**src/rtl/manch_pkg.sv**
```systemverilog
// Shared definitions for the Manchester receive path: arbiter FSM state
// encodings, the default decoder byte width, and the channel-id width helper.
// Used by the decoder bank, the receive arbiter and the downstream frame logic.
package manch_pkg;

    localparam int unsigned DATA_BITS_DEF = 8;

    // Two legal states; the other two encodings are treated as corrupt.
    typedef enum logic [1:0] {
        IDLE_S = 2'b00,
        HOLD_S = 2'b01
    } state_e;

    // Channel-id width; at least one bit so single-channel builds still elaborate.
    function automatic int unsigned ch_width(input int unsigned n);
        return (n > 1) ? $clog2(n) : 1;
    endfunction

endpackage

```
**src/rtl/manch_rx_arbiter_if.sv**
```systemverilog
// Merged output byte stream of the receive arbiter (valid/ready handshake).
//   out_valid  byte available
//   out_ready  downstream accepts the byte
//   out_data   granted byte
//   out_ch     source channel of out_data
// master: the arbiter side; slave: the downstream consumer.
interface manch_rx_arbiter_if
    import manch_pkg::*;
#(
    parameter int unsigned NUM_CH    = 4,
    parameter int unsigned DATA_BITS = DATA_BITS_DEF
) ();

    localparam int unsigned CH_W = ch_width(NUM_CH);

    logic                 out_valid;
    logic                 out_ready;
    logic [DATA_BITS-1:0] out_data;
    logic [CH_W-1:0]      out_ch;

    modport master (
        output out_valid,
        output out_data,
        output out_ch,
        input  out_ready
    );

    modport slave (
        input  out_valid,
        input  out_data,
        input  out_ch,
        output out_ready
    );

endinterface

```
**src/rtl/manch_rr_pick.sv**
```systemverilog
// Combinational round-robin picker.
//   req      request vector, one bit per channel
//   ptr      channel with highest priority this cycle
//   gnt      one-hot grant (zero when nothing requested)
//   gnt_idx  index of the granted channel
//   any_gnt  at least one request present
// Searches ptr, ptr+1, ... modulo NUM_CH and grants the first request found.
module manch_rr_pick
    import manch_pkg::*;
#(
    parameter int unsigned NUM_CH = 4
) (
    input  logic [NUM_CH-1:0]           req,
    input  logic [ch_width(NUM_CH)-1:0] ptr,
    output logic [NUM_CH-1:0]           gnt,
    output logic [ch_width(NUM_CH)-1:0] gnt_idx,
    output logic                        any_gnt
);

    localparam int unsigned CH_W = ch_width(NUM_CH);

    logic [CH_W-1:0] idx;

    always_comb begin
        gnt     = '0;
        gnt_idx = '0;
        any_gnt = 1'b0;
        idx     = '0;
        for (int i = 0; i < NUM_CH; i++) begin
            idx = CH_W'((32'(ptr) + 32'(i)) % NUM_CH);
            if (!any_gnt && req[idx]) begin
                any_gnt  = 1'b1;
                gnt[idx] = 1'b1;
                gnt_idx  = idx;
            end
        end
    end

endmodule

```
**src/rtl/manch_rx_arbiter.sv**
```systemverilog
// Merges the byte strobes of NUM_CH Manchester decoders into one valid/ready
// byte stream with round-robin arbitration.
//   clk, reset  system clock, asynchronous active-high reset
//   ch_strobe   one-cycle pulse per decoded byte, one bit per channel
//   ch_data     channel i byte at [i*DATA_BITS +: DATA_BITS], valid with its strobe
//   out_if      merged output stream (master side)
//   ovr_flag    sticky per-channel overrun (byte dropped, held byte kept)
//   ovr_clear   one-cycle clear of ovr_flag bits; a same-cycle overrun wins
//   busy        any holding buffer full or output valid
// Decoders cannot be stalled, so each channel owns a one-entry holding buffer.
module manch_rx_arbiter
    import manch_pkg::*;
#(
    parameter int unsigned NUM_CH    = 4,
    parameter int unsigned DATA_BITS = DATA_BITS_DEF
) (
    input  logic                          clk,
    input  logic                          reset,
    input  logic [NUM_CH-1:0]             ch_strobe,
    input  logic [NUM_CH*DATA_BITS-1:0]   ch_data,
    manch_rx_arbiter_if.master            out_if,
    output logic [NUM_CH-1:0]             ovr_flag,
    input  logic [NUM_CH-1:0]             ovr_clear,
    output logic                          busy
);

    localparam int unsigned CH_W = ch_width(NUM_CH);

    state_e               state_q, state_d;
    logic [NUM_CH-1:0]    buf_full_q, buf_full_d;
    logic [DATA_BITS-1:0] buf_data_q [NUM_CH];
    logic [CH_W-1:0]      ptr_q, ptr_d;
    logic [DATA_BITS-1:0] out_data_q;
    logic [CH_W-1:0]      out_ch_q;
    logic [NUM_CH-1:0]    ovr_q, ovr_d;

    logic                 out_valid;
    logic                 state_legal;
    logic                 out_free;
    logic                 grant;
    logic [NUM_CH-1:0]    gnt;
    logic [CH_W-1:0]      gnt_idx;
    logic                 any_gnt;
    logic [NUM_CH-1:0]    drain;
    logic [NUM_CH-1:0]    capture;
    logic [NUM_CH-1:0]    overrun;

    manch_rr_pick #(
        .NUM_CH (NUM_CH)
    ) u_pick (
        .req     (buf_full_q),
        .ptr     (ptr_q),
        .gnt     (gnt),
        .gnt_idx (gnt_idx),
        .any_gnt (any_gnt)
    );

    // Grant and buffer bookkeeping.
    always_comb begin
        state_legal = (state_q == IDLE_S) || (state_q == HOLD_S);
        // Accepting the current byte frees the register in the same cycle.
        out_free    = !out_valid || out_if.out_ready;
        grant       = state_legal && out_free && any_gnt;
        drain       = gnt & {NUM_CH{grant}};
        // A buffer emptied into the output this cycle can take a new byte.
        capture     = ch_strobe & (~buf_full_q | drain);
        overrun     = ch_strobe & buf_full_q & ~drain;
        buf_full_d  = state_legal ? ((buf_full_q & ~drain) | capture) : '0;
        ovr_d       = (ovr_q & ~ovr_clear) | overrun;
        ptr_d       = ptr_q;
        if (grant) begin
            ptr_d = (gnt_idx == CH_W'(NUM_CH - 1)) ? '0 : gnt_idx + 1'b1;
        end
    end

    always_ff @(posedge clk or posedge reset) begin
        if (reset) begin
            buf_full_q <= '0;
            ptr_q      <= '0;
            out_data_q <= '0;
            out_ch_q   <= '0;
            ovr_q      <= '0;
            for (int i = 0; i < NUM_CH; i++) begin
                buf_data_q[i] <= '0;
            end
        end else begin
            buf_full_q <= buf_full_d;
            ptr_q      <= ptr_d;
            ovr_q      <= ovr_d;
            for (int i = 0; i < NUM_CH; i++) begin
                if (capture[i]) begin
                    buf_data_q[i] <= ch_data[i*DATA_BITS +: DATA_BITS];
                end
            end
            if (grant) begin
                out_data_q <= buf_data_q[gnt_idx];
                out_ch_q   <= gnt_idx;
            end
        end
    end

    // FSM state register.
    always_ff @(posedge clk or posedge reset) begin
        if (reset) begin
            state_q <= IDLE_S;
        end else begin
            state_q <= state_d;
        end
    end

    // FSM next state.
    always_comb begin
        state_d = state_q;
        case (state_q)
            IDLE_S: begin
                if (grant) state_d = HOLD_S;
            end
            HOLD_S: begin
                if (out_if.out_ready) state_d = grant ? HOLD_S : IDLE_S;
            end
            default: state_d = IDLE_S;
        endcase
    end

    // FSM and block outputs.
    always_comb begin
        out_valid        = (state_q == HOLD_S);
        out_if.out_valid = out_valid;
        out_if.out_data  = out_data_q;
        out_if.out_ch    = out_ch_q;
        ovr_flag         = ovr_q;
        busy             = (|buf_full_q) || out_valid;
    end

endmodule

```
**src/flat_wrapper.sv**
```systemverilog
// flat-port wrapper written by rule: the top's interface ports become plain ports
module manch_rx_arbiter_flat import manch_pkg::*;
#(
    parameter int unsigned NUM_CH    = 4,
    parameter int unsigned DATA_BITS = DATA_BITS_DEF
)
  (clk, reset, ch_strobe, ch_data, ovr_flag, ovr_clear, busy, out_if_out_valid, out_if_out_data, out_if_out_ch, out_if_out_ready);
  manch_rx_arbiter_if #(.NUM_CH(NUM_CH), .DATA_BITS(DATA_BITS)) out_if_i ();
  input  logic clk;
  input  logic reset;
  input  logic [NUM_CH-1:0] ch_strobe;
  input  logic [NUM_CH*DATA_BITS-1:0] ch_data;
  output logic [NUM_CH-1:0] ovr_flag;
  input  logic [NUM_CH-1:0] ovr_clear;
  output logic busy;
  output wire logic [$bits(out_if_i.out_valid)-1:0] out_if_out_valid;
  output wire logic [$bits(out_if_i.out_data)-1:0] out_if_out_data;
  output wire logic [$bits(out_if_i.out_ch)-1:0] out_if_out_ch;
  input wire logic [$bits(out_if_i.out_ready)-1:0] out_if_out_ready;
  assign out_if_out_valid = out_if_i.out_valid;
  assign out_if_out_data = out_if_i.out_data;
  assign out_if_out_ch = out_if_i.out_ch;
  assign out_if_i.out_ready = out_if_out_ready;
  manch_rx_arbiter #(.NUM_CH(NUM_CH), .DATA_BITS(DATA_BITS)) u_core (.clk(clk), .reset(reset), .ch_strobe(ch_strobe), .ch_data(ch_data), .out_if(out_if_i), .ovr_flag(ovr_flag), .ovr_clear(ovr_clear), .busy(busy));
endmodule
```
**config.mk**
```make
export PLATFORM = sky130hd
export DESIGN_NAME = manch_rx_arbiter_flat
export DESIGN_NICKNAME = d
export VERILOG_FILES = /design/src/rtl/manch_pkg.sv /design/src/rtl/manch_rx_arbiter_if.sv /design/src/rtl/manch_rr_pick.sv /design/src/rtl/manch_rx_arbiter.sv /design/src/flat_wrapper.sv
export SDC_FILE = /design/constraint.sdc
export NUM_CORES = 1
export LEC_CHECK = 0
export CAP_MARGIN = 20
export CORE_ASPECT_RATIO = 1.4
export CORE_MARGIN = 4
export CORE_UTILIZATION = 47
export CTS_CLUSTER_SIZE = 24
export DETAILED_ROUTE_END_ITERATION = 6
export PLACE_DENSITY = 0.89
export SYNTH_ARGS = -nofsm -noshare
export SYNTH_HDL_FRONTEND = slang
export SYNTH_SLANG_ARGS = --single-unit
```
**constraint.sdc**
```tcl
create_clock -name clk -period 3 [get_ports clk]
set_input_delay 0.6 -clock clk [delete_from_list [all_inputs] [get_ports clk]]
set_output_delay 0.6 -clock clk [all_outputs]
set_load 0.03 [all_outputs]
```
Yosys cells after proc, flatten, opt, wreduce, memory -nomap -nowiden. Index checks and enable logic that the tools add are counted.

Output and inout bits: 16. Register bits after elaboration: 54. Logic and storage cells: 99. Bits of input ports: 43.

Equality and inequality tests: 4. Add/sub/neg operators: 4. Order comparisons: 9. Bitwise operators: 16. Reductions and logical operators: 19. Mux-type cells: 37.

Operators by type and width (count): $and 4x4->4 (6); $or 4x4->4 (6); $mux 4 (5); $bmux 8 s2 (1); $mux 8 (2); $mux 2 (7); $mux 1 (13); $lt 2x3->1 const B (4); $not 4->4 (3); $logic_and 1x1->1 (9); $bmux 1 s2 (4); $demux 1 s2 (4); $ge 2x1->1 const B (4); $add 2x1->2 const B (2); $add 2x2->2 const B (2); $logic_not 1->1 (4); $pmux 2 s2 (1); $reduce_or 4->1 (1); $ge 3x3->1 const B (1); $logic_or 1x1->1 (3); $not 2->3 (1); $eq 2x1->1 const B (1); $eq 2x2->1 const B (1); $logic_not 2->1 (1); 3 further kinds (3).

Longest topological paths before layout. Gate-level depths: netlist of the first run.

Depth in word-level cells: 18. Depth in mapped cells: 13. Gate-level depth less buffers: 10.

Cells and area by module. Synthesis of the first run repeated with hierarchy kept, for this count alone.

Cells, all modules: 269. Area, all modules: 2845.2 um^2.

Modules (own cells, without submodules): manch_rx_arbiter (area an instance 2426.1 um^2, cells an instance 224, seq. area each 1326.3 um^2, instances 1); manch_rr_pick (area an instance 419.2 um^2, cells an instance 45, seq. area each 0.0 um^2, instances 1).

Worst setup path before layout of the first run. No wires, ideal clock.

Kind: register to register. Start: reg u_core.ptr_q[0]. End: reg u_core.ptr_q[1]. Data required time: 2.875 ns. Data arrival time: 2.713 ns. Period minus slack after synthesis: 2.838 ns. Setup slack: 0.162 ns. Library setup time: 0.125 ns. Cell stages (with the launch flop): 12. Path buffers: 3. Cells stage by stage: dfrtp_1 buf_6 inv_1 ha_1 mux4_2 buf_6 inv_1 a21o_2 o2bb2ai_4 buf_6 ha_1 mux2_2.

Word-level cells in the longest chain between the ends: 14. Elaborated cells between the ends (all ways): 29. Classes of those cells: add/sub (4); eq/ne (1); mux (17); reduce/logical (7).

RTL lines: from (decl) (RTL line manch_rx_arbiter.sv:32) `logic [CH_W-1:0] ptr_q, ptr_d;`; from (signal assigned) (RTL line manch_rx_arbiter.sv:88) `ptr_q <= ptr_d;`; parallel branches: the longest is 11 deep, another holds $add 2x1->2; $mux 2 * (RTL line manch_rr_pick.sv:31) `if (!any_gnt && req[idx]) begin`; named net u_core.gnt_idx[0] (RTL line manch_rx_arbiter.sv:42) `logic [CH_W-1:0] gnt_idx;`; $add 2x1->2 / $eq 2x2->1 (equally long branches) (RTL line manch_rx_arbiter.sv:72) `ptr_d = (gnt_idx == CH_W'(NUM_CH - 1)) ? '0 : gnt_idx + 1'b1;`; $mux 2 * (RTL line manch_rx_arbiter.sv:72).

Mark *: on every way through the listed nets, which the timed path passes. The select of a mux whose other input is x is not followed. A chain may end at the register's enable or synchronous reset.

==> metrics.md, run 1 <==
| Metric | Value |
|---|---|
| Setup TNS | `0 ps` |
| RePlAce Congestion | `slightly above 0.8` |
| CORE AREA | `0.00621 sq mm` |
| Die width | `roughly 76 um` |
| Crit path max fanout | `5` |
| Nets@finish | `342` |
| Dpl cell area | `approximately 0.0036 sq mm` |
| I/O pin count | `between 50 and 60` |
| Seq/Total Area, Yosys | `0.441` |
| Final Slew Violations | `0` |
| Top post-synthesis cells by area | `dfrtp_1, mux2_4, mux2i_1` |
| Synth Area per Inst | `13.1 sq um` |
| Synthesized Nets | `281` |
| # H-tree levels | `2` |
| Slack of the critical path | `151 ps` |
| Design area | `0.00377 sq mm` |
| Startpoint Class | `flip-flop` |
| Grt met3 use | `0.0312` |
| Pin count of the biggest net entering global routing | `54` |
| Clock period minus final worst setup slack | `2850 ps` |
| Yosys warns | `0` |
| CP bufs+invs | `2` |
| Slowest stage cell, crit path | `dfrtp_1` |
| Slew @ Worst Pin | `678 ps` |
| Setup Fix Bufs, Post-CTS | `0` |
| Max-cap viol count | `0` |
| Worst path max stage delay | `around 380 ps` |
| Largest area contributor in the netlist | `dfrtp_1` |
| Mapped Cells | `230` |
| Share of cells above drive strength 1 | `0.247` |
| Combinational Power Share | `0.567` |
| Area growth from synthesis to layout | `25.4%` |
| Worst r2r src | `u_core.ptr_q[1]$_DFFE_PP0P_` |
| CTS Buf Count | `5` |
| Hold path startpoint | `u_core.out_if.out_ch[1]$_DFFE_PP0P_` |
| Synth unique cells | `35` |
| Tcrit/Tclk final | `0.950` |
| RSZ-0062 raised after global routing | `true` |
| Crit path required time | `2400 ps` |
| Crit path from | `u_core.ptr_q[1]$_DFFE_PP0P_` |
| Crit. path cell count | `6` |
| CTS Root Buffer Type | `clkbuf_8` |
| PD cells | `between 1000 and 1500 mW/mm^2` |
| Synth top area share | `0.441` |
| CP delay by family, top | `buffers and inverters` |
| Grt met2 use | `0.333` |
| Dpl ws | `237 ps` |
| Seq pwr share | `0.312` |
| Full die area | `0.00776 sq mm` |
| Routed WL | `between 6 and 7 mm` |
| Final setup viols | `0` |
| Post-DP HPWL | `4.85 mm` |
| Clock Latency Late Sink | `300 ps` |
| Critical path, cell by cell | `inv_1 -> ha_1 -> mux4_2 -> nor4_4 -> nand2b_1 -> dlygate4sd2_1` |
| Peak Freq | `0.351 GHz` |
| Post-route ant nets | `0` |
| Vias in the first global route | `approximately 2200` |
| Sw frac | `0.392` |
| Worst Hold Class | `reg -> reg` |
| Core Rows | `34` |
| Max_slew headroom | `0.548` |
| Worst r2r path cells | `7` |
| TritonCTS clock tree | `done` |
| Initial antenna violation count | `0` |
| Die Y | `103 um` |
| Total iterations of the first detailed-routing run | `4` |
| Crit end category | `output pin` |
| Starting utilization of the core area | `0.484` |
| Met1 GRT Util | `0.216` |
| Skew final | `around 16 ps` |
| Ant. Diodes | `0` |
| First-pass GRT wire length | `10.7 mm` |
| Hold path depth | `2` |
| Overflow after GRT | `0` |
| Drt initial violations | `between 150 and 200` |
| Clock Tree Buf Depth | `2` |
| Synth Register Bits | `53` |
| Leakage | `0.00162 uW` |
| Mapped Area | `0.00301 sq mm` |
| Status | `finished, final reports clean` |
| Num Clock Sinks | `53` |
| DR vias | `2008` |
| DRC Markers | `0` |
| Crit path DAT | `about 2300 ps` |
| GRT Util Overall | `0.182` |
| Final hold vios | `0` |
| Clk network pwr share | `0.121` |
| Avg Vias per Cell | `5.52` |
| Drt wl/cell | `between 15 and 20 um` |
| I/O Buffers | `58` |
| Peak VDD IR | `0.691 mV` |
| Hold-fix buffers, CTS | `0` |
| Pint | `2520 uW` |
| NetSw | `1630 uW` |
| Type of the worst setup path | `reg -> out` |
| CTS clk-pin slew, worst paths | `100 ps` |
| GRT busiest layer | `met2` |
## synthesized netlist by cell type
cell	count
xnor2_1	1
o21ai_1	1
o21ai_0	7
dfrtp_1	53
nand2_1	23
ha_1	8
o22ai_1	4
a21oi_1	7
a22oi_1	2
o2bb2ai_4	1
inv_1	12
a221oi_1	1
nand3b_1	4
buf_1	1
nor3_1	1
mux2_4	32
or2_2	1
a221oi_4	4
nor4_2	1
nand2b_2	1
and2_4	1
a21o_2	1
nor2b_1	4
nand2b_1	3
and2b_1	1
a21boi_4	4
buf_2	4
buf_4	3
mux2i_1	17
mux4_2	4
buf_6	4
a21oi_2	4
nor2_1	5
mux2_2	2
o221ai_1	8
## cell type report
cell class / instances / area (sq um)
clock buffer: 7 / 86.3
multi-input combinational: 153 / 1550
fill: 494 / 2440
tap: 72 / 90.1
clock inverter: 1 / 30.0
timing repair buffer: 66 / 639
inverter: 12 / 45.0
sequential: 53 / 1330
## power groups by stage
stage | Sequential (uW) | Combinational, uW | Clock (uW)
detailed placement | 1290 | 2330 | 0
global route | 1330 | 2540 | 540
global placement | 1270 | 2270 | 0
CTS | 1290 | 2360 | 511
finish | 1290 | 2350 | 502
floorplan | 1380 | 1690 | 0
## final timing paths
kind                       slack, ps                               endpoint
setup / recovery                 150                                   busy
min in group asynchronous        780      u_core.buf_data_q[31]$_DFFE_PP0P_
setup reg to reg                 220            u_core.ptr_q[1]$_DFFE_PP0P_
max in group asynchronous       1760  u_core.out_if.out_data[4]$_DFFE_PP0P_
hold / removal                   490    u_core.out_if.out_ch[1]$_DFFE_PP0P_
hold reg to reg                  490    u_core.out_if.out_ch[1]$_DFFE_PP0P_
## cell usage in the layout (no fill, tap or decap), types with 5 or more instances in the layout
master and n:
dfrtp_1 53, clkbuf_8 6, nor2_1 5, buf_4 8
a21oi_1 7, mux2i_1 17, o221ai_1 8, o21ai_0 7
clkdlybuf4s50_1 57, nand2_1 23, mux2_4 32, inv_1 11
ha_1 8
## sequential cells by signal (all words and copies together) (netlist names)
register,cells
u_core.state_q,1
u_core.ovr_flag,4
u_core.buf_data_q,32
u_core.buf_full_q,4
u_core.out_if.out_data,8
u_core.ptr_q,2
u_core.out_if.out_ch,2
## through the flow
stage	hold WS (ps)	std cells	power, uW	util
4_1_cts	498	364	4160	0.606
3_3_place_gp	471	356	3540	0.587
6_report	490	364	4140	0.607
5_1_grt	510	364	4400	0.607
2_1_floorplan	481	230	3080	-
3_5_place_dp	475	356	3630	0.587
## what timing repair did
item                       CTS  global route
resized for setup            1             1
pin swaps                    0             0
hold endpoints to repair     0             0
setup endpoints to repair    1             1
## logic make-up (layout without fill, tap and decap cells)
| kind of cell | Yosys count | count (layout) | share of synthesized area |
|---|---|---|---|
| AO/OA/AOI/OAI | 44 | 44 | 0.148 |
| XOR/XNOR | 1 | 1 | 0.00291 |
| flip-flops | 53 | 53 | 0.441 |
| buffers and inverters | 24 | 86 | 0.0453 |
| multiplexers | 55 | 55 | 0.254 |
| adder cells (fa/ha/maj) | 8 | 8 | 0.0333 |
| AND/OR/NAND/NOR | 45 | 45 | 0.0757 |
## tightest hold or removal path, stage by stage (launching register included)
cell	delay, ps
dfrtp_1	360
nand2_1	50
nand2_1	50
## metal layers
layer | vias to the layer above | part of all wire | wire, um
met5 | - | 0 | 0
met4 | 0 | 0.014 | 94
met3 | 8 | 0.036 | 242
met2 | 66 | 0.57 | 3790
met1 | 997 | 0.38 | 2510
li1 | 937 | - | -
Power figures use the tool's default switching activity.
==> run 2: changes to the inputs <==
GPL_TIMING_DRIVEN = 0   (was default)
==> metrics.md, run 2 (synthesized netlist as in run 1, its figures left out) <==
| Metric | Value |
|---|---|
| First-pass GRT wire length | `10.6 mm (-1.5%)` |
| DR vias | `2153 (+7.2%)` |
| Final Core Density | `0.642 (+0.0346)` |
| Drt initial violations | `46 (-76%)` |
| Die Y | `103 um (unchanged)` |
| Pin count of the biggest net entering global routing | `47 (-13%)` |
| Area growth from synthesis to layout | `32.5%` |
| Drt wl/cell | `18.2 um (-0.11%)` |
| Inst Count DP | `361 (+1.4%)` |
| Max-cap viol count | `0 (unchanged)` |
| Final Slew Violations | `0 (unchanged)` |
| Max_slew headroom | `0.767 (+0.219)` |
| Dpl cell area | `0.00370 sq mm (+1.4%)` |
| Biggest register | `u_core.buf_data_q` |
| Clock period minus final worst setup slack | `2890 ps (+41.6 ps)` |
| Num Clock Sinks | `53 (unchanged)` |
| Slew @ Worst Pin | `350 ps (-328 ps)` |
| CTS clk-pin slew, worst paths | `120 ps (+20 ps)` |
| CTS Buf Count | `5 (unchanged)` |
| Startpoint Class | `flip-flop` |
| Most common cell after layout, fill and taps aside | `clkdlybuf4s50_1` |
| Clock Latency Late Sink | `320 ps (+20 ps)` |
| Crit path max fanout | `10 (+5)` |
| Post-DP HPWL | `4.91 mm (+1.2%)` |
| Clock Tree Buf Depth | `2 (unchanged)` |
| Design area | `0.00399 sq mm (+5.7%)` |
| Pint | `2660 uW (+5.4%)` |
| CORE AREA | `0.00621 sq mm (unchanged)` |
| Routed WL | `6.98 mm (+5.1%)` |
| Clk network pwr share | `0.097 (-0.024)` |
| Share of cells above drive strength 1 | `0.309 (+0.0621)` |
| Seq pwr share | `0.290 (-0.022)` |
| Type of the worst setup path | `reg -> reg` |
| Total iterations of the first detailed-routing run | `4 (unchanged)` |
| I/O pin count | `59 (unchanged)` |
| Leakage | `0.00171 uW (+5.4%)` |
| RePlAce Congestion | `0.822 (+1.6%)` |
| Final hold vios | `0 (unchanged)` |
| Post-route ant nets | `0 (unchanged)` |
| Peak VDD IR | `0.686 mV (-0.74%)` |
| Nets@finish | `361 (+5.6%)` |
| Worst r2r path cells | `12 (+5)` |
| Final setup viols | `0 (unchanged)` |
| DRC Markers | `0 (unchanged)` |
| Status | `finished, final reports clean` |
| Most frequent cells in the layout | `clkdlybuf4s50_1, dfrtp_1, mux2_4` |
| Crit path required time | `3200 ps (+800 ps)` |
| Peak Freq | `0.346 GHz (-1.4%)` |
| GRT Util Overall | `0.180 (-0.00171)` |
| Crit end category | `flip-flop` |
| Skew final | `24.0 ps (+8.39 ps)` |
| Combinational Power Share | `0.613 (+0.046)` |
| Die width | `75.6 um (unchanged)` |
| Core Rows | `34 (unchanged)` |
| Hold slack | `497 ps (+6.96 ps)` |
| TritonCTS clock tree | `done` |
| Max FFs per register | `32 (unchanged)` |
| Non-filler cells, final | `383 (+5.2%)` |
| Full die area | `0.00776 sq mm (unchanged)` |
| Vias in the first global route | `2221 (-0.13%)` |
| Initial antenna violation count | `0 (unchanged)` |
| Worst Hold Class | `in -> async` |
| CTS Root Buffer Type | `clkbuf_8` |
| Starting utilization of the core area | `0.484 (unchanged)` |
| I/O Buffers | `58 (unchanged)` |
| Ant. Diodes | `0 (unchanged)` |
| Crit path DAT | `3090 ps (+840 ps)` |
| Tcrit/Tclk final | `0.964 (+0.0139)` |
| NetSw | `1740 uW (+7.1%)` |
| # H-tree levels | `2 (unchanged)` |
| Sw frac | `0.396 (+0.00364)` |
| Overflow after GRT | `0 (unchanged)` |
| Avg Vias per Cell | `5.62 (+1.9%)` |
| PD cells | `1100 mW/mm^2 (+0.36%)` |
-- run 2: changes by cell type in the layout (fill, tap and decap cells not counted), sizes merged --
cell,delta
buf,+20
clkinvlp,+3
clkbuf,-2
bufinv,-1
dlygate4sd2,-1
-- run 2: final cells by class --
type / instances / area [sq um]
fillers: 447 / 2220
multi-input cells: 153 / 1580
flip-flops and latches: 53 / 1330
repair buffers: 73 / 751
plain buffers: 12 / 97.6
well taps: 72 / 90.1
clock buffers: 5 / 68.8
inverters: 12 / 48.8
clock inverters: 3 / 26.3
-- run 2: final timing paths --
path | from | endpoint | slack [ps]
min in group clk | u_core.out_if.out_ch[0]$_DFFE_PP0P_ | u_core.out_if.out_ch[0]$_DFFE_PP0P_ | 500
worst max register to register | u_core.ptr_q[0]$_DFFE_PP0P_ | u_core.ptr_q[1]$_DFFE_PP0P_ | 110
worst max-delay path | u_core.ptr_q[0]$_DFFE_PP0P_ | u_core.ptr_q[1]$_DFFE_PP0P_ | 110
worst min register to register | u_core.out_if.out_ch[0]$_DFFE_PP0P_ | u_core.out_if.out_ch[0]$_DFFE_PP0P_ | 500
max in group asynchronous | reset | u_core.buf_data_q[29]$_DFFE_PP0P_ | 2000
worst min-delay path | reset | u_core.buf_data_q[23]$_DFFE_PP0P_ | 500
-- run 2: routing by layer --
metal	track usage	up-vias	part of all wire
li1	-	983	-
met1	0.211	1090	0.39
met2	0.328	68	0.56
met3	0.0312	12	0.036
met4	0.0565	0	0.021
met5	0	-	0
-- run 2: power by group through the flow --
| stage | sequential, uW | combinational (uW) | clock (uW) |
|---|---|---|---|
| 6_report | 1280 | 2690 | 427 |
| 3_5_place_dp | 1290 | 2380 | 0 |
| 4_1_cts | 1270 | 2490 | 432 |
| 2_1_floorplan | 1380 | 1690 | 0 |
| 5_1_grt | 1310 | 2860 | 461 |
| 3_3_place_gp | 1270 | 2340 | 0 |
-- run 2: what timing repair did --
action                                  CTS  global route
setup buffers                             2            12
resized for setup                         8             5
endpoints found under the setup margin   44            39
hold buffers                              0             0
pin swaps                                 0             6
-- run 2: critical path, stage by stage (launching register included) --
cell        delay [ps]
dfrtp_2            390
buf_6              160
clkinvlp_4         150
ha_4               310
mux4_2             340
buf_4              170
buf_6              130
inv_1               80
a21o_4             150
o2bb2ai_4          180
buf_8              200
ha_1               240
mux2_2             260
-- run 2: through the flow --
| step | TNS (ps) | setup WS (ps) | total power (uW) |
|---|---|---|---|
| after floorplan | 0 | 162 | 3080 |
| after global placement | -3220 | -300 | 3610 |
| after detailed placement | -4620 | -309 | 3670 |
| after CTS | 0 | 15.5 | 4200 |
| after global routing | -1.31 | -1.31 | 4630 |
| final | 0 | 109 | 4400 |
==> run 3: changes to the inputs <==
SETUP_SLACK_MARGIN = 0.1   (was default)
SLEW_MARGIN = 20   (was default)
==> metrics.md, run 3 (synthesized netlist as in run 1, its figures left out) <==
| Metric | Value |
|---|---|
| CP delay by family, top | `buffers and inverters` |
| Crit path required time | `3200 ps (about the same)` |
| Most frequent cells in the layout | `clkdlybuf4s50_1, dfrtp_1, mux2_4` |
| Peak Freq | `0.350 GHz (+1.2%)` |
| Hold-fix buffers, CTS | `0 (unchanged)` |
| CORE AREA | `0.00621 sq mm (unchanged)` |
| I/O pin count | `59 (unchanged)` |
| Share of cells above drive strength 1 | `0.327 (+0.0184)` |
| Crit path max fanout | `10 (unchanged)` |
| Tcrit/Tclk final | `0.952 (-0.0115)` |
| Pin count of the biggest net entering global routing | `35 (-26%)` |
| Endpoint of the worst-slack reg-to-reg timing path | `u_core.ptr_q[0]$_DFFE_PP0P_` |
| Max_slew headroom | `0.708 (-0.0584)` |
| Starting utilization of the core area | `0.484 (unchanged)` |
| Routed length on met2 | `3.91 mm (+0.67%)` |
| RePlAce Congestion | `0.822 (unchanged)` |
| Routed WL | `7.16 mm (+2.7%)` |
| Worst Hold Class | `reg -> reg` |
| Post-route ant nets | `0 (unchanged)` |
| Full die area | `0.00776 sq mm (unchanged)` |
| Die width | `75.6 um (unchanged)` |
| Avg Vias per Cell | `5.60 (-0.38%)` |
| Critical path, cell by cell | `buf_8 -> clkinvlp_4 -> ha_4 -> mux4_2 -> buf_4 -> buf_6 -> inv_1 -> a21o_4 -> o2bb2ai_4 -> buf_8 -> ha_1 -> nor2_1 -> o21ai_0 -> o21ai_0` |
| CTS Buf Count | `5 (unchanged)` |
| Skew final | `12.1 ps (-12.0 ps)` |
| Crit path from | `u_core.ptr_q[0]$_DFFE_PP0P_` |
| Vias in the first global route | `2305 (+3.8%)` |
| Drt wl/cell | `18.4 um (+0.82%)` |
| Max FFs per register | `32 (unchanged)` |
| Status | `finished, final reports clean` |
| Clock Latency Late Sink | `320 ps (about the same)` |
| Met1 Wirelength | `2.70 mm (+0.48%)` |
| PD cells | `1170 mW/mm^2 (+5.8%)` |
| Met3 wire len | `297 um (+17%)` |
| Area growth from synthesis to layout | `36.4%` |
| First-pass GRT wire length | `11.1 mm (+5.2%)` |
| TritonCTS clock tree | `done` |
| Hold path depth | `2` |
| Type of the worst setup path | `reg -> reg` |
| Slew @ Worst Pin | `437 ps (+86.9 ps)` |
| Drt initial violations | `78 (+70%)` |
| Max-cap viol count | `0 (unchanged)` |
| # H-tree levels | `2 (unchanged)` |
| Power Total | `4790 uW (+8.9%)` |
| CP bufs+invs | `6 (unchanged)` |
| Num Clock Sinks | `53 (unchanged)` |
| Clock period minus final worst setup slack | `2860 ps (-34.5 ps)` |
| Final hold vios | `0 (unchanged)` |
| Crit path DAT | `3060 ps (-30 ps)` |
| Final Slew Violations | `0 (unchanged)` |
| Final setup viols | `0 (unchanged)` |
| Design area | `0.00410 sq mm (+2.9%)` |
| Die Y | `103 um (unchanged)` |
| DRC Markers | `0 (unchanged)` |
| Core Rows | `34 (unchanged)` |
| Non-filler cells, final | `390 (+1.8%)` |
| Hold path startpoint | `u_core.out_if.out_ch[0]$_DFFE_PP0P_` |
| Peak VDD IR | `0.752 mV (+9.6%)` |
| Inst Count DP | `361 (unchanged)` |
| Worst path max stage delay | `390 ps (about the same)` |
| CTS Root Buffer Type | `clkbuf_8` |
| Reg-to-reg setup timing slack | `140 ps (+30 ps)` |
| Hold slack | `491 ps (-6.51 ps)` |
| Worst r2r path cells | `14 (+2)` |
| Most common cell after layout, fill and taps aside | `clkdlybuf4s50_1` |
| Crit end category | `flip-flop` |
| Dpl cell area | `0.00370 sq mm (unchanged)` |
| GRT Util Overall | `0.190 (+0.00976)` |
| Clock Tree Buf Depth | `2 (unchanged)` |
| Leakage | `0.00177 uW (+4.0%)` |
| Top Metal Used | `met4` |
| Nets@finish | `368 (+1.9%)` |
| RSZ-0062 raised after global routing | `false` |
| Biggest register | `u_core.buf_data_q` |
| Slowest stage cell, crit path | `dfrtp_2` |
| Total iterations of the first detailed-routing run | `4 (unchanged)` |
| Setup TNS | `0 ps (unchanged)` |
| Post-DP HPWL | `4.93 mm (+0.37%)` |
| Hold path endpoint | `u_core.out_if.out_ch[0]$_DFFE_PP0P_` |
| DR vias | `2184 (+1.4%)` |
| Ant. Diodes | `0 (unchanged)` |
| Initial antenna violation count | `0 (unchanged)` |
| Overflow after GRT | `0 (unchanged)` |
| Startpoint Class | `flip-flop` |
| Worst r2r src | `u_core.ptr_q[0]$_DFFE_PP0P_` |
| CTS clk-pin slew, worst paths | `110 ps (about the same)` |
| I/O Buffers | `58 (unchanged)` |
run 3: cell count changes in the layout (fill, tap and decap cells not counted):
| cell | before | now |
|---|---|---|
| inv_8 | 1 | 0 |
| inv_1 | 10 | 9 |
| bufinv_16 | 0 | 2 |
| inv_2 | 1 | 2 |
| buf_4 | 14 | 20 |
| buf_8 | 1 | 2 |
| clkbuf_16 | 0 | 1 |
| buf_6 | 3 | 2 |
| inv_6 | 0 | 1 |
| clkinvlp_4 | 3 | 1 |
run 3: worst reg2reg max path: stages (launching register included):
cell	delay [ps]
dfrtp_2	390
buf_8	150
clkinvlp_4	120
ha_4	300
mux4_2	340
buf_4	170
buf_6	130
inv_1	70
a21o_4	150
o2bb2ai_4	210
buf_8	170
ha_1	160
nor2_1	50
o21ai_0	190
o21ai_0	130
run 3: power breakdown:
part           internal, uW  total, uW  switching (uW)
Sequential             1060       1280             220
Clock                   336        588             252
Combinational          1590       2930            1340
Total                  2980       4790            1810
run 3: how the worst max path moves through the flow:
stage | to | slack, ps | cells after the start
after CTS | u_core.out_if.out_data[2]$_DFFE_PP0P_ | 100 | 12
after floorplan | u_core.ptr_q[1]$_DFFE_PP0P_ | 160 | 11
after global routing | u_core.ptr_q[0]$_DFFE_PP0P_ | 7 | 14
after detailed placement | busy | -340 | 7
after global placement | busy | -300 | 7
final | u_core.ptr_q[0]$_DFFE_PP0P_ | 140 | 14
run 3: repair_timing:
action,CTS,global route
endpoints found under the hold margin,0,0
setup buffers,5,15
endpoints found under the setup margin,47,34
pin swaps,2,5
gates cloned,0,1
resized for setup,12,3
run 3: cell type report:
type | count | area (sq um)
inverters | 12 | 48.8
clock inverters | 3 | 68.8
repair buffers | 80 | 821
fillers | 426 | 2110
flip-flops and latches | 53 | 1330
well taps | 72 | 90.1
clock buffers | 5 | 68.8
plain buffers | 12 | 101
multi-input cells | 153 | 1580
run 3: stage by stage:
step                      utilization  worst slack (ps)
final                           0.661               143
after global routing            0.661              6.66
after CTS                       0.630               100
after detailed placement        0.595              -339
after global placement          0.592              -300
after floorplan                     -               162
run 3: per-layer routing:
| metal | global-route usage | vias to the layer above |
|---|---|---|
| met5 | 0 | - |
| met4 | 0.0794 | 0 |
| met3 | 0.0351 | 22 |
| met2 | 0.327 | 66 |
| met1 | 0.229 | 1101 |
| li1 | - | 995 |
